--- src/rtl/ring_painter.sv ---
`default_nettype none
// ==========================================================================
// ring_painter : animated ping-pong ring plus panel border, 2-clk pixel latency
// Rev 1.0
// ==========================================================================
module ring_painter #(
  parameter int         COORD_W     = 6,
  parameter int         CX          = 32,
  parameter int         CY          = 32,
  parameter int         R_MIN       = 8,
  parameter int         R_MAX       = 24,
  parameter int         THICK       = 1,
  parameter int         STEP_FRAMES = 4,
  parameter logic [2:0] RING_RGB    = 3'b010,
  parameter logic [2:0] BORD_RGB    = 3'b001
) (
  input  logic               clk,
  input  logic               resetn,
  input  logic [9:0]         frame,
  input  logic [7:0]         subframe,
  input  logic [COORD_W-1:0] x,
  input  logic [COORD_W-1:0] y,
  input  logic               anim_en,
  output logic [2:0]         rgb
);

  localparam int SQ_W = 2 * COORD_W;
  localparam int TH_W = 2 * COORD_W + 2;
  localparam int SC_W = (STEP_FRAMES > 1) ? $clog2(STEP_FRAMES) : 1;

  localparam logic [COORD_W-1:0] CMAX    = {COORD_W{1'b1}};
  localparam logic [COORD_W-1:0] RAD_MIN = COORD_W'(R_MIN);
  localparam logic [COORD_W-1:0] RAD_MAX = COORD_W'(R_MAX);
  localparam logic [COORD_W-1:0] RAD_ONE = COORD_W'(1);
  localparam logic [SC_W-1:0]    SC_LAST = SC_W'(STEP_FRAMES - 1);
  localparam logic [SC_W-1:0]    SC_ONE  = SC_W'(1);
  localparam logic [TH_W-1:0]    LO_RST  = TH_W'(R_MIN * R_MIN);
  localparam logic [TH_W-1:0]    HI_RST  = TH_W'((R_MIN + THICK) * (R_MIN + THICK));
  localparam logic [TH_W-1:0]    THICK_W = TH_W'(THICK);
  localparam logic [SQ_W-1:0]    CX_W    = SQ_W'(CX);
  localparam logic [SQ_W-1:0]    CY_W    = SQ_W'(CY);

  typedef enum logic [0:0] {GROW = 1'b0, SHRINK = 1'b1} dir_t;

  dir_t               dir, dir_nxt;
  logic [COORD_W-1:0] rad, rad_nxt;
  logic [SC_W-1:0]    stepcnt, stepcnt_nxt;
  logic [9:0]         frame_q;
  logic               frame_evt;
  logic [TH_W-1:0]    rad_w, lo, hi;
  logic [SQ_W-1:0]    dx, dy, dx2, dy2;
  logic               b1;
  logic [TH_W-1:0]    r2;
  logic               ring;
  logic               unused_subframe;

  assign unused_subframe = ^subframe;

  always_ff @(posedge clk or negedge resetn) begin
    if (!resetn) begin
      dir     <= GROW;
      rad     <= RAD_MIN;
      stepcnt <= '0;
      frame_q <= '0;
      lo      <= LO_RST;
      hi      <= HI_RST;
    end else begin
      dir     <= dir_nxt;
      rad     <= rad_nxt;
      stepcnt <= stepcnt_nxt;
      frame_q <= frame;
      lo      <= rad_w * rad_w;
      hi      <= (rad_w + THICK_W) * (rad_w + THICK_W);
    end
  end

  assign rad_w = TH_W'(rad);

  always_comb begin
    dir_nxt     = dir;
    rad_nxt     = rad;
    stepcnt_nxt = stepcnt;
    frame_evt   = anim_en && (frame != frame_q);
    if (frame_evt) begin
      if (stepcnt == SC_LAST) begin
        stepcnt_nxt = '0;
        if (R_MIN != R_MAX) begin
          case (dir)
            GROW: begin
              if (rad == RAD_MAX) begin
                dir_nxt = SHRINK;
                rad_nxt = rad - RAD_ONE;
              end else begin
                rad_nxt = rad + RAD_ONE;
              end
            end
            SHRINK: begin
              if (rad == RAD_MIN) begin
                dir_nxt = GROW;
                rad_nxt = rad + RAD_ONE;
              end else begin
                rad_nxt = rad - RAD_ONE;
              end
            end
            default: ;
          endcase
        end
      end else begin
        stepcnt_nxt = stepcnt + SC_ONE;
      end
    end
  end

  // Offsets are taken modulo 2**SQ_W; the square of a wrapped offset equals the true square.
  assign dx = CX_W - SQ_W'(x);
  assign dy = CY_W - SQ_W'(y);

  assign r2   = TH_W'(dx2) + TH_W'(dy2);
  assign ring = (lo <= r2) && (r2 < hi);

  always_ff @(posedge clk or negedge resetn) begin
    if (!resetn) begin
      dx2 <= '0;
      dy2 <= '0;
      b1  <= 1'b0;
      rgb <= 3'b000;
    end else begin
      dx2 <= dx * dx;
      dy2 <= dy * dy;
      b1  <= (x == '0) || (x == CMAX) || (y == '0) || (y == CMAX);
      rgb <= (ring ? RING_RGB : 3'b000) | (b1 ? BORD_RGB : 3'b000);
    end
  end

endmodule
`default_nettype wire
--- config.mk ---
export PLATFORM = sky130hd
export DESIGN_NAME = ring_painter
export DESIGN_NICKNAME = d
export VERILOG_FILES = /design/src/rtl/ring_painter.sv
export SDC_FILE = /design/constraint.sdc
export NUM_CORES = 1
export LEC_CHECK = 0
export CORE_MARGIN = 1.5
export CORE_UTILIZATION = 63
export DETAILED_ROUTE_END_ITERATION = 8
export PLACE_DENSITY = 0.82
export SYNTH_ARGS = -nofsm -noshare
export SYNTH_HDL_FRONTEND = slang
export SYNTH_SLANG_ARGS = --single-unit
--- constraint.sdc ---
create_clock -name clk -period 6.2 [get_ports clk]
set_input_delay 1.24 -clock clk [delete_from_list [all_inputs] [get_ports clk]]
set_output_delay 1.24 -clock clk [all_outputs]
set_load 0.01 [all_outputs]
; Word-level counts from Yosys, hierarchy flattened
; Index checks and enable logic that the tools add are counted.
[classes]
addsub = 7
n_mul = 4
magnitude_cmp = 2
eq_ne = 6
muxes = 9
bitwise = 2
n_reduce_logical = 8
[op_table]
columns = op, count
row1 = $mul A7 B7 Y12, 2
row2 = $lt A13 B14 Y1, 1
row3 = $mul A7 B7 Y14, 1
row4 = $sub A6 B6 Y7 const A, 2
row5 = $add A12 B12 Y13, 1
row6 = $le A12 B13 Y1, 1
row7 = $eq A6 B6 Y1 const B, 2
row8 = $logic_not A6 Y1, 2
row9 = $mul A6 B6 Y12, 1
row10 = $mux W6, 2
row11 = $pmux W6 S2, 1
row12 = $ne A10 B10 Y1, 1
row13 = $add A6 B1 Y7 const B, 1
row14 = $add A6 B1 Y6 const B, 1
row15 = $eq A6 B4 Y1 const B, 1
row16 = $eq A6 B5 Y1 const B, 1
row17 = $sub A6 B1 Y6 const B, 1
row18 = $mux W2, 2
row19 = $logic_or A1 B1 Y1, 3
row20 = $mux W1, 3
row21 = $add A2 B1 Y2 const B, 1
row22 = $eq A2 B2 Y1 const B, 1
row23 = $logic_and A1 B1 Y1, 2
row24 = $or A2 B1 Y2, 1
row25 = 3 further kinds, 3
[totals]
register_bits = 72

; Logic depth before layout (Yosys ltp)
[logic_depth]
word_depth = 5
mapped_depth = 22

; Worst setup path before layout
; OpenSTA, ideal clock, no wires.
[synth_path]
path_kind = input port to flip-flop
startpoint = input port x[0]
endpoint = register dx2[11]
arrival_time_ps = 5567
t_required_ps = 6066
slack_ps = 499
cell_stages = 19
cell_sequence = inv_1 -> ha_1 -> nor3b_1 -> xnor2_1 -> inv_1 -> nor2_1 -> ha_1 -> xor2_1 -> fa_1 -> inv_1 -> fa_1 -> inv_1 -> fa_1 -> inv_1 -> ha_1 -> a21oi_1 -> o21ai_0 -> o41ai_1 -> xnor2_1
[synth_between]
elab_chain_len = 2
[synth_lines]
columns = item, line
row1 = start: declaration, 21  ; input logic [COORD_W-1:0] x,
row2 = $sub A6 B6 Y7, 115  ; assign dx = CX_W - SQ_W'(x);
row3 = $mul A7 B7 Y12, 128  ; dx2 <= dx * dx;
row4 = end signal: assignment, 128
row5 = end: declaration, 51  ; logic [SQ_W-1:0] dx, dy, dx2, dy2;
; No other way between the ends.
; A chain may end at the register's enable or synchronous reset.

; Worst setup path after layout
[layout_path]
startpoint = input port x[2]
endpoint = register dx2[11]
; Same word-level chain as after synthesis.

==> metrics.txt <==
first-pass GRT wire length 27000 µm; Avg Synthesized Cell Area 9.34 µm²; synth-to-layout area growth 12.1%; Nets 1149; DP Area 8720 µm²; WL final about 16000 µm; Top FF cell, synth dfrtp_1; largest net degree at the start of global routing 69; relative slew slack 43.7%; most common cell after layout, fill and taps aside inv_1; hold path start b1; Hold-fix buffers, CTS 0; Synth cell types 60; die area 13400 µm²; crit end category flop; # setup viols final 0; DP Wirelength 12600 µm; Period minus WS final 5.91 ns; EDFF count, synth 0; Starting DRT DRC Count 323; DRT antenna net count 0; total CTS buffers 9; # DRC 0; GRT Resource Usage Total 25.5%; CP required 6.39 ns; CP Launch Point x[2]; # rows 41; worst-path maximum fanout 5; antenna violations before repair 0; Die H 116 µm; Startpoint Class input pin; Largest stage delay, worst path 0.53 ns; Ys Warns 0; most frequent cells in the layout inv_1 (164), ha_1 (123), fa_1 (72); met1 usage 34.4%; Buf+Inv Stages, Crit Path 5; clk buf depth 2; H-tree Lvls 3; final clock skew roughly 0.0025 ns; Wirelength per Cell 14.2 µm; max frequency 169 MHz; FFs w/ async S/R, synth 100%; Post-Syn Area between 8000 and 9000 µm²; M2 GR Usage 42.8%; vias in the first global route 6078; root buf cell clkbuf_16; layout cells sized above 1 8.32%; critical path type in2reg; vias post-DR approximately 6000; worst-path cell chain clkdlybuf4s50_1 -> nor3_1 -> nand3_1 -> xnor2_1 -> nand2_1 -> xnor2_1 -> ha_1 -> inv_1 -> fa_1 -> inv_1 -> fa_1 -> inv_1 -> fa_1 -> inv_1 -> ha_1 -> a21oi_1 -> o21ai_0 -> o41ai_1 -> xnor2_1; Slew @ Worst Pin 0.845 ns; max-cap violation count 0; unrepaired setup endpoints after global routing false; number of port buffers 26; setup bufs post-CTS 0; Final Wtd Congestion 0.909; final worst path period share between 90% and 100%; Pins Over Slew Limit 0; IO Pins 36; grt total ovfl 0; Core ar. 12500 µm²; Seq/Total Area, Yosys 21.3%; vias per inst 5.39; die extent in x 116 µm; first drt pass iteration count 4; Synth Instances 859; CTS tree yes; Starting Density 64.1%; Ant. Diodes 0; #FFs+latches synth between 60 and 70; status finished, final reports clean; post-cts gate resize count 0; CP max stage cell fa_1; Worst-path clk slew approximately 0.05 ns; CP dominant cell by count inv_1; Final Hold Viols 0; Hold Path Class reg2reg; GR Util met3 between 2 and 3%; CTS Sinks 68; GR peak layer met2; Critical Path AT ~6.1 ns; reg-to-reg startpoint rad[2]; worst skew pair latency 0.33 ns; Hold WS 0.349 ns; Crit path max-delay family adder cells; design area 9000 µm²
## final timing paths
path	endpoint	slack (ns)	depth (start not counted)
max	dx2[11]	0.29	19
min	rgb[0]	0.35	0
max reg2reg	hi[10]	0.71	21
min reg2reg	rgb[0]	0.35	0
max in group asynchronous	dx2[8]	4.55	2
min in group asynchronous	rad[5]	1.08	2
## stage by stage
stage               setup slack, ns  cells  setup TNS [ns]  util [%]
global placement             0.0621   1082               0      69.6
CTS                           0.301   1098               0      71.8
floorplan                     0.499    862               0         -
finish                        0.288   1098               0      71.9
detailed placement          -0.0250   1082         -0.0423      69.6
global route                 0.0142   1098               0      71.9
## Yosys cell counts (all sizes together) (4+ instances only)
cell	count	area share (%)
nor2b	9	0.70
dfrtp	63	20
xnor2	65	7.2
dfstp	5	1.6
buf	7	0.50
and3	10	0.78
clkbuf	9	0.42
nor2	47	2.2
nand2	62	2.9
a21o	17	1.6
nand3	11	0.69
a31o	5	0.55
nand2b	9	0.70
inv	164	7.7
o21bai	6	0.56
o21ai	20	1.3
xor2	26	2.9
o41ai	7	0.86
nor3	14	0.87
a31oi	4	0.39
and2	26	2.0
ha	123	19
fa	72	18
nand4	5	0.39
a21oi	34	2.2
## logic make-up after synthesis
kind of cell	count (synthesis)	synth area share, %
buffers and inverters	180	8.59
AO/OA/AOI/OAI	112	9.59
multiplexers	3	0.405
adder cells (fa/ha/maj)	195	37.1
XOR/XNOR	91	10.1
other	1	0.0467
flip-flops	68	21.3
AND/OR/NAND/NOR	209	12.8
## metal layers
| metal | wire (µm) | vias up |
|---|---|---|
| li1 | - | 2900 |
| met1 | 7200 | 2882 |
| met2 | 7700 | 105 |
| met3 | 383 | 31 |
| met4 | 351 | 0 |
| met5 | 0 | - |
## sequential cells by signal, indices dropped and copies added (netlist names)
name,cells
hi,13
dx2,11
dy2,11
lo,11
frame_q,10
rad,6
rgb,2
stepcnt,2
b1,1
dir,1
## layout make-up
class | instances | area (µm²)
multi-input combinational | 614 | 5650
fill | 948 | 3520
sequential | 68 | 1710
inverter | 164 | 616
timing repair buffer | 64 | 541
clock buffer | 14 | 264
tap | 172 | 215
clock inverter | 2 | 10.0
Power is not shown: default switching activity piles up to over one toggle a cycle in this logic, so the estimate is an artifact.
